===== src/rtl/turn_controller.sv =====
// turn_controller: turn-sequencing FSM for the Chicken Cha Cha Cha board.
// Accepts card flips, strobes the data path's match check (A) and win check (B),
// reacts to go/W, and tracks the face-up mask for the current turn.
//
// state  | meaning
// -------+-------------------------------------------------------------
// IDLE   | no game running, waiting for start
// WAIT   | waiting for a legal flip from the current player
// CHK    | A strobe, data path compares the flipped card
// EVAL   | sample go (match result)
// WCHK   | B strobe, data path checks for a win
// WEVAL  | sample W (win result)
// REVEAL | mismatched card stays face up for REVEAL_CYCLES cycles
// WIN    | game over, board frozen until start
module turn_controller #(
    parameter int NUM_CARDS     = 12,
    parameter int REVEAL_CYCLES = 50_000_000
) (
    input  logic                 clk,
    input  logic                 rst,
    input  logic                 start,
    input  logic                 flip,
    input  logic [3:0]           card_sel,
    input  logic                 go,
    input  logic                 W,
    output logic                 A,
    output logic                 B,
    output logic [3:0]           position_data,
    output logic                 statecombo_next_turn,
    output logic [NUM_CARDS-1:0] face_up,
    output logic [2:0]           state,
    output logic                 game_over
);

    typedef enum logic [2:0] {
        S_IDLE   = 3'd0,
        S_WAIT   = 3'd1,
        S_CHK    = 3'd2,
        S_EVAL   = 3'd3,
        S_WCHK   = 3'd4,
        S_WEVAL  = 3'd5,
        S_REVEAL = 3'd6,
        S_WIN    = 3'd7
    } state_t;

    localparam int CNT_W = (REVEAL_CYCLES > 1) ? $clog2(REVEAL_CYCLES) : 1;
    localparam logic [CNT_W-1:0] CNT_LAST = CNT_W'(REVEAL_CYCLES - 1);

    state_t               state_q, state_d;
    logic [CNT_W-1:0]     cnt_q, cnt_d;
    logic [NUM_CARDS-1:0] face_up_q, face_up_d;
    logic [3:0]           pos_q, pos_d;
    logic                 a_q, a_d;
    logic                 b_q, b_d;
    logic                 next_turn_q, next_turn_d;
    logic                 game_over_q, game_over_d;

    logic [NUM_CARDS-1:0] sel_mask;
    logic                 accept;
    logic                 next_turn_action;
    logic                 clear_face;

    // One-hot decode of card_sel; out-of-range selects decode to all zeros
    always_comb begin
        sel_mask = '0;
        for (int i = 0; i < NUM_CARDS; i++) begin
            if (card_sel == 4'(i)) sel_mask[i] = 1'b1;
        end
    end

    assign accept = flip && (state_q == S_WAIT) && (|sel_mask) && !(|(sel_mask & face_up_q));

    // State and output registers, all cleared asynchronously
    always_ff @(posedge clk or posedge rst) begin
        if (rst) begin
            state_q     <= S_IDLE;
            cnt_q       <= '0;
            face_up_q   <= '0;
            pos_q       <= '0;
            a_q         <= 1'b0;
            b_q         <= 1'b0;
            next_turn_q <= 1'b0;
            game_over_q <= 1'b0;
        end else begin
            state_q     <= state_d;
            cnt_q       <= cnt_d;
            face_up_q   <= face_up_d;
            pos_q       <= pos_d;
            a_q         <= a_d;
            b_q         <= b_d;
            next_turn_q <= next_turn_d;
            game_over_q <= game_over_d;
        end
    end

    // Next-state logic; flags the turn hand-over and the post-win board clear
    always_comb begin
        state_d          = state_q;
        next_turn_action = 1'b0;
        clear_face       = 1'b0;
        case (state_q)
            S_IDLE:   if (start) state_d = S_WAIT;
            S_WAIT:   if (accept) state_d = S_CHK;
            S_CHK:    state_d = S_EVAL;
            S_EVAL:   state_d = go ? S_WCHK : S_REVEAL;
            S_WCHK:   state_d = S_WEVAL;
            S_WEVAL: begin
                if (W) begin
                    state_d = S_WIN;
                end else begin
                    state_d          = S_WAIT;
                    next_turn_action = &face_up_q;
                end
            end
            S_REVEAL: begin
                if (cnt_q == CNT_LAST) begin
                    state_d          = S_WAIT;
                    next_turn_action = 1'b1;
                end
            end
            S_WIN: begin
                if (start) begin
                    state_d    = S_WAIT;
                    clear_face = 1'b1;
                end
            end
            default:  state_d = S_IDLE;
        endcase
    end

    // Registered outputs derived from the upcoming state so strobes line up with it
    always_comb begin
        a_d         = (state_d == S_CHK);
        b_d         = (state_d == S_WCHK);
        game_over_d = (state_d == S_WIN);
        next_turn_d = next_turn_action;
        pos_d       = accept ? card_sel : pos_q;
        if (next_turn_action || clear_face) begin
            face_up_d = '0;
        end else if (accept) begin
            face_up_d = face_up_q | sel_mask;
        end else begin
            face_up_d = face_up_q;
        end
        cnt_d = (state_q == S_REVEAL && state_d == S_REVEAL) ? cnt_q + 1'b1 : '0;
    end

    assign A                    = a_q;
    assign B                    = b_q;
    assign position_data        = pos_q;
    assign statecombo_next_turn = next_turn_q;
    assign face_up              = face_up_q;
    assign state                = state_q;
    assign game_over            = game_over_q;

endmodule

===== config.mk =====
export PLATFORM = sky130hd
export DESIGN_NAME = turn_controller
export DESIGN_NICKNAME = d
export VERILOG_FILES = /design/src/rtl/turn_controller.sv
export SDC_FILE = /design/constraint.sdc
export NUM_CORES = 1
export LEC_CHECK = 0
export ABC_AREA = 1
export ABC_CLOCK_PERIOD_IN_PS = 2300
export BUFFER_PORTS_ARGS = -buffer_cell sky130_fd_sc_hd__buf_2
export CELL_PAD_IN_SITES_DETAIL_PLACEMENT = 0
export CELL_PAD_IN_SITES_GLOBAL_PLACEMENT = 1
export CORE_ASPECT_RATIO = 0.75
export CORE_MARGIN = 5
export CORE_UTILIZATION = 44
export CTS_BUF_LIST = sky130_fd_sc_hd__clkbuf_4
export DETAILED_ROUTE_END_ITERATION = 12
export PLACE_DENSITY = 0.88
export SLEW_MARGIN = 20
export SYNTH_ARGS = -nofsm -noshare
export SYNTH_HDL_FRONTEND = slang
export SYNTH_SLANG_ARGS = --single-unit
export TNS_END_PERCENT = 1

===== constraint.sdc =====
create_clock -name clk -period 2.3 [get_ports clk]
set_clock_uncertainty 0.05 [all_clocks]
set_input_delay 0.69 -clock clk [delete_from_list [all_inputs] [get_ports clk]]
set_output_delay 0.69 -clock clk [all_outputs]
set_load 0.1 [all_outputs]

### Word level (Yosys, flattened, before mapping)

Index checks and enable logic that the tools add are counted.
W data, S select, Z words.

* eq/ne operators: 23
* mux-type cells: 26
* add/sub/neg operators: 1
* bitwise gates (word level): 2
* reduce and logical (&&, ||, !) cells: 13

Operators with widths (number)
* $add A26 B1 Y26 const B: 1
* $eq A26 B26 Y1 const B: 1
* $mux W26: 1
* $mux W12: 2
* $reduce_or A12 Y1: 2
* $eq A3 B3 Y1 const B: 7
* $pmux W3 S7: 1
* $eq A4 B3 Y1 const B: 4
* $eq A4 B4 Y1 const B: 4
* $mux W1: 16
* $and A12 B12 Y12: 1
* $mux W3: 4
* $or A12 B12 Y12: 1
* $reduce_and A12 Y1: 1
* $eq A3 B2 Y1 const B: 3
* $eq A4 B2 Y1 const B: 2
* $eq A4 B1 Y1 const B: 1
* $logic_and A1 B1 Y1: 4
* $logic_not A4 Y1: 1
* $eq A3 B1 Y1 const B: 1
* $logic_not A3 Y1: 1
* $mux W2: 1
* $pmux W1 S2: 1
* $reduce_bool A2 Y1: 1
* 3 further kinds: 3

* logic and storage cells: 73
* output and inout bits: 23
* bits of input ports: 10
* register bits: 49

### Depth between registers and ports, before layout

Gate-level depths: netlist (run 1).

* depth after elaboration: 11
* gate-level depth with buffers: 11
* mapped depth without buffers: 11

### Worst setup path before layout (run 1)

Ideal clock, no wire load.

* path type: register to register
* start: register state_q[0], in the netlist state[0]
* end: register face_up_q[6], in the netlist face_up[6]
* library setup time: 0.074 ns
* data arrival time: 1.967 ns
* cell stages (with the launch flop): 10
* setup slack: 0.209 ns
* buffers on the path: 1
* cells stage by stage: dfrtp_1 -> inv_2 -> nor3_4 -> nand3_1 -> nor2_2 -> nand2_2 -> nor2_8 -> buf_8 -> nand2_2 -> a21oi_2

* longest elaborated chain between the ends: 5
* elaborated cells on any way between the ends: 12
* those cells by class: eq/ne (4); mux (3); reduce/logical (5)

RTL lines
* start: declaration: line 49 `state_t state_q, state_d;`
* start signal: assignment: line 85 `state_q <= state_d;`
* branches (longest 5 deep; another with $mux W12)
* end signal: assignment: line 87 `face_up_q <= face_up_d;`
* end: declaration: line 51 `logic [NUM_CARDS-1:0] face_up_q, face_up_d;`

Parallel ways; which one is timed is not known.
A chain may end at the register's enable or synchronous reset.

### Worst setup path in the final report (run 1)

* start: register state_q[2], in the netlist state[2]
* end: output port state[2]

RTL lines
* end: declaration: line 31 `output logic [2:0] state,`

No word-level cell between the ends.

==> results of run 1 <==
flip-flops by register name, summed over array words and instances, names as in the netlist:
| name | count |
|---|---|
| A | 1 |
| state | 3 |
| cnt_q | 26 |
| position_data | 4 |
| game_over | 1 |
| B | 1 |
| face_up | 12 |
| statecombo_next_turn | 1 |
routing by layer:
metal	vias to the layer above	track usage, %	routed length [µm]
met5	-	0	0
met4	0	5.045	84
met3	8	3.144	327
met2	56	22.41	2587
met1	1113	29.12	3632
li1	1257	-	-
cells by family (layout without fill, tap and decap cells):
| logic type | Yosys count | in the layout | share of synthesized area, % |
|---|---|---|---|
| adder cells (fa/ha/maj) | 1 | 1 | 0.4381 |
| AND/OR/NAND/NOR | 230 | 230 | 37.95 |
| AO/OA/AOI/OAI | 23 | 23 | 5.302 |
| flip-flops | 49 | 49 | 42.94 |
| buffers and inverters | 60 | 100 | 8.764 |
| XOR/XNOR | 15 | 15 | 4.601 |
synth_stat cells, types with 2 or more instances:
master   number  area share [%]
a21oi_1       9             1.6
a21oi_2       8             2.5
buf_2         2            0.35
dfrtp_1      49              43
inv_1        49             6.4
inv_2         5            0.66
nand2_1      83              11
nand2_2      12             2.6
nand3_1      28             4.9
nand3_2       2            0.70
nand4_1      11             2.4
nor2_1       68             8.9
nor2_2        7             1.5
nor3_1        9             1.6
nor3_4        2             1.1
o21ai_1       3            0.53
xnor2_1       5             1.5
xor2_1       10             3.1
through the flow:
step	power (µW)	hold WS [ps]	utilization, %
2_1_floorplan	2715	424.0	-
6_report	3377	260.3	50.22
5_1_grt	3563	294.6	50.22
3_5_place_dp	3014	427.5	49.43
3_3_place_gp	2994	413.2	49.43
4_1_cts	3414	260.2	50.22
where the power goes:
part	total (µW)	internal [µW]	switching, µW
sequential	1190	1010	174
clock	391	111	279
combinational	1800	297	1500
worst paths after layout:
| path | startpoint | end | slack, ps | cells past startpoint |
|---|---|---|---|---|
| worst max-delay path | state[2] | state[2] | 140 | 1 |
| worst min register to register | position_data[3] | position_data[3] | 460 | 2 |
| worst min-delay path | rst | cnt_q[3] | 260 | 2 |
| max in group asynchronous | rst | position_data[1] | 1340 | 3 |
| worst max register to register | cnt_q[0] | B | 390 | 11 |
| min in group clk | position_data[3] | position_data[3] | 460 | 2 |
layout make-up:
class	count	area, µm²
fill	635	3146
multi-input combinational	269	1379
sequential	49	1226
timing repair buffer	37	210.2
inverter	55	206.4
tap	81	101.3
clock buffer	5	37.54
clock inverter	3	12.51
worst reg2reg max path: cells and delay by family (launching register included):
family                     cells  cell delay [ps]
buffers and inverters          1              100
and+or+nand+nor                9             1060
adders and majority gates      1              220
DFF                            1              440
==> flow_summary_export.csv, run 1 <==
group,metric,value,unit
run_status,status,"completed",
critical_path,start_kind,"register",
floorplanning,die_w,103.0,µm
finish,n_antenna_cell,0,
critical_path,required,1560,ps
clock_network,holdBufCountCts,0,
critical_path,cp_top_family,"flip-flops",
sta,fin_ws,136.4,ps
pwr,ir_drop,0.0004825,V
route,avgRoutedWirePerCell,13.29,µm
sta,setup_tns,0,ps
global_route,grt_pass1_vias,2249,
synthesis,ys_seq_area_share,42.94,%
clock_network,cts_tree,"done",
clock_network,cts_made_buffers,5,
place,placed_cell_area,3123,µm²
place,io_buffers,32,
route,vias_per_cell,4.878,
synthesis,syn_nets,389,
sta,hold_viol_final,0,
critical_path,crit_type,"register to primary output",
sta,worstMarginPinSlew,493.5,ps
critical_path,critical_path.max_stage_delay,560,ps
critical_path,crit_path_top_delay_cell,"dfrtp_1",
floorplanning,core,6319,µm²
route,ant_nets,0,
finish,final_cells,499,
clock_network,clk_pin_slew,140,ps
route,drt_iter0_markers,144,
global_route,grt_pass1_wl,11.25,mm
finish,drive_above_1_share,20.57,%
place,dp_hpwl,5.134,mm
synthesis,syn_inst,378,
finish,layout.nets,428,
finish,final_cell_mix,"nand2_1 (83), nor2_1 (68), dfrtp_1 (49)",
sta,fin_crit_sh,94.07,%
floorplanning,rows,25,
place,dp_worst_setup_slack,196.5,ps
floorplanning,start_util,45.19,%
global_route,grt_max_degree,24,
synthesis,synth.distinct_cells,34,
synthesis,avgSynthCellArea,7.554,µm²
synthesis,syn-cell-area,2855,µm²
sta,period_needed,2164,ps
sta,fmax,462.2,MHz
critical_path,cp_num_buf_inv,1,
critical_path,endpoint_kind,"primary output",
clock_network,clkLatencyLatePin,370,ps
clock_network,ctsResizeCount,0,
sta,setup_violations,0,
clock_network,root_buffer,"clkbuf_4",
place,gp_congestion,0.8865,
critical_path,crit_chain,"buf_2",
critical_path,crit_fanout,10,
clock_network,cts_buffer_depth,2,
floorplanning,die-height,79.77,µm
flow_run,maxCapViolCount,0,
finish,area_growth,11.13,%
route,wl,6.631,mm
synthesis,async_flop_share,100.0,%
synthesis,ys_warn_count,0,
finish,finish.instance_area,3173,µm²
place,dp_cells,491,
pwr,leakage,0.001446,µW
critical_path,cp_data_arrival_time,1420,ps
sta,rsz0062_at_grt,"no",
route,drc,0,
sta,maxSlewViolCount,0,
route,via_count,2434,
sta,slew_headroom,67.33,%
clock_network,clock-sinks,49,
clock_network,htreeDepth,2,
floorplanning,io_pins,33,
clock_network,post_cts_buffers,0,
route,dr.pass1.iters,5,
global_route,antenna_found_initial,0,
synthesis,synth-edff-count,0,
pwr,p_per_area,1064,nW/µm²
synthesis,synth-seq-cells,49,
finish,layout_commonest_cell,"nand2_1",
worst_hold_path,hp-class,"primary input to asynchronous set/reset pin",
floorplanning,die_area,8217,µm²
synthesis,synth-main-ff-cell,"dfrtp_1",
global_route,grt_overflow_total,0,
global_route,grtUsageTotal,17.56,%
(Power assumes the default switching activity.)
==> inputs of run 2 (changes only) <==
--- a/config.mk
+++ b/config.mk
@@ -6,16 +6,15 @@
 export NUM_CORES = 1
 export LEC_CHECK = 0
 export ABC_AREA = 1
-export ABC_CLOCK_PERIOD_IN_PS = 2300
 export BUFFER_PORTS_ARGS = -buffer_cell sky130_fd_sc_hd__buf_2
 export CELL_PAD_IN_SITES_DETAIL_PLACEMENT = 0
 export CELL_PAD_IN_SITES_GLOBAL_PLACEMENT = 1
 export CORE_ASPECT_RATIO = 0.75
 export CORE_MARGIN = 5
-export CORE_UTILIZATION = 44
+export CORE_UTILIZATION = 42
 export CTS_BUF_LIST = sky130_fd_sc_hd__clkbuf_4
 export DETAILED_ROUTE_END_ITERATION = 12
-export PLACE_DENSITY = 0.88
+export PLACE_DENSITY = 0.85
 export SLEW_MARGIN = 20
 export SYNTH_ARGS = -nofsm -noshare
 export SYNTH_HDL_FRONTEND = slang
==> run 2 against run 1 <==
Sequential share of layout area decreased by 0.21 points. Cell area increased by 0.55%. Maximum frequency decreased by 0.60%. Flip-flop and latch count unchanged. Non-clock buffer count decreased by 2. Critical path type unchanged.
==> flow_summary_export.csv, run 2 (synthesis gave the netlist of run 1 again) <==
group,metric,value,unit
floorplanning,die_area,8564,µm²
pwr,leakage,0.001449,µW
critical_path,cp_num_buf_inv,1,
finish,drive_above_1_share,20.43,%
route,drc,0,
global_route,grtUsageTotal,15.93,%
critical_path,crit_type,"register to primary output",
floorplanning,io_pins,33,
pwr,p_per_area,1094,nW/µm²
critical_path,critical_path.max_stage_delay,570,ps
pwr,p_seq_share,33.9,%
finish,area_growth,11.74,%
finish,largest_reg_flops,26,
global_route,antenna_found_initial,0,
finish,nFillCells,677,
clock_network,clkLatencyLatePin,370,ps
clock_network,cts_tree,"done",
sta,worstMarginPinSlew,625.4,ps
critical_path,r2r-end,"B",
global_route,grt_pass1_vias,2243,
critical_path,endpoint_kind,"primary output",
clock_network,clk_pin_slew,150,ps
pwr,pwr-share-clk,14.7,%
clock_network,htreeDepth,2,
sta,fin_crit_sh,94.64,%
pwr,power_frac_comb,51.3,%
finish,final_cell_mix,"nand2_1 (83), nor2_1 (68), dfrtp_1 (49)",
pwr,power.switching,1941,µW
sta,rsz0062_at_grt,"no",
floorplanning,core,6701,µm²
floorplanning,start_util,42.61,%
pwr,ir_drop,0.0007307,V
floorplanning,die-height,81.41,µm
finish,n_antenna_cell,0,
clock_network,cts_made_buffers,5,
sta,setup_violations,0,
clock_network,cts_buffer_depth,2,
critical_path,cp_top_family,"flip-flops",
floorplanning,rows,26,
route,ant_nets,0,
critical_path,reg2reg_depth,11,
critical_path,start_kind,"register",
place,io_buffers,32,
sta,fmax,459.4,MHz
critical_path,crit_path_top_delay_cell,"dfrtp_1",
sta,setup_tns,0,ps
place,gp_congestion,0.8993,
route,via_count,2394,
worst_hold_path,hp-class,"primary input to asynchronous set/reset pin",
route,dr.pass1.iters,4,
route,drt_iter0_markers,113,
pwr,power,3490,µW
sta,period_needed,2177,ps
clock_network,post_cts_buffers,0,
pwr,swShare,55.61,%
global_route,grt_pass1_wl,10.94,mm
clock_network,root_buffer,"clkbuf_4",
sta,holdWs,415.8,ps
flow_run,maxCapViolCount,0,
critical_path,crit_chain,"buf_2",
sta,slew_headroom,58.31,%
floorplanning,die_w,105.2,µm
finish,layout_commonest_cell,"nand2_1",
critical_path,crit_fanout,10,
route,avgRoutedWirePerCell,12.79,µm
run_status,status,"completed",
finish,post-route-util,47.61,%
route,wl,6.393,mm
finish,layout.nets,426,
critical_path,cp_data_arrival_time,1440,ps
sta,maxSlewViolCount,0,
pwr,p_int,1549,µW
clock_network,holdBufCountCts,0,
sta,hold_viol_final,0,
clock_network,ctsResizeCount,0,
route,vias_per_cell,4.788,
global_route,grt_max_degree,50,
global_route,grt_overflow_total,0,
critical_path,r2r-start,"cnt_q[0]",
clock_network,clock-sinks,49,
finish,regMostFlops,"cnt_q",
place,dp_hpwl,4.921,mm
critical_path,reg2reg_slack,400,ps
critical_path,required,1560,ps
[run 2: cell count changes in the layout (fill, tap and decap cells not counted)]
cell	delta
clkbuf_4	+1
buf_4	-2
clkinv_2	-1
bufinv_16	+1
clkinv_1	-1
[run 2: cell type report]
class / instances / area, µm² / area share [%]
clock buffer: 6 / 45.04 / 1.412
sequential: 49 / 1226 / 38.43
tap: 84 / 105.1 / 3.294
timing repair buffer: 35 / 195.2 / 6.118
inverter: 55 / 206.4 / 6.471
multi-input combinational: 269 / 1379 / 43.22
clock inverter: 2 / 33.78 / 1.059
[run 2: power by group through the flow]
stage	sequential [µW]	combinational [µW]	clock (µW)
2_1_floorplan	2240	474	0
3_3_place_gp	1200	1790	0
3_5_place_dp	1200	1800	0
4_1_cts	1190	1810	529
5_1_grt	1220	1900	558
6_report	1180	1790	513
[run 2: per-stage QoR]
step	instance area, µm²	instances	setup WS, ps
3_3_place_gp	3112	492	241.3
2_1_floorplan	2855	378	209.0
4_1_cts	3191	500	100.8
6_report	3191	500	123.2
5_1_grt	3191	500	10.75
3_5_place_dp	3112	492	232.5
[run 2: worst register-to-register path: cells and delay by family (launching register included)]
family / cells / cell delay [ps]
and+or+nand+nor: 9 / 1050
DFF: 1 / 440
adders and majority gates: 1 / 230
buffers and inverters: 1 / 100
[run 2: metal layers]
metal | up-vias | GRT usage (%) | routed length (µm)
met2 | 41 | 20.91 | 2478
met3 | 4 | 3.098 | 259
met5 | - | 0 | 0
met1 | 1094 | 25.85 | 3586
li1 | 1255 | - | -
met4 | 0 | 4.215 | 68
[run 2: worst max-delay path by stage]
stage | cells past startpoint | slack [ps] | end | start
final | 1 | 120 | state[2] | state[2]
after global placement | 11 | 240 | B | card_sel[1]
after floorplan | 9 | 210 | face_up[6] | state[0]
after global routing | 1 | 10 | state[2] | state[2]
after detailed placement | 11 | 230 | B | card_sel[1]
after CTS | 1 | 100 | state[2] | state[2]
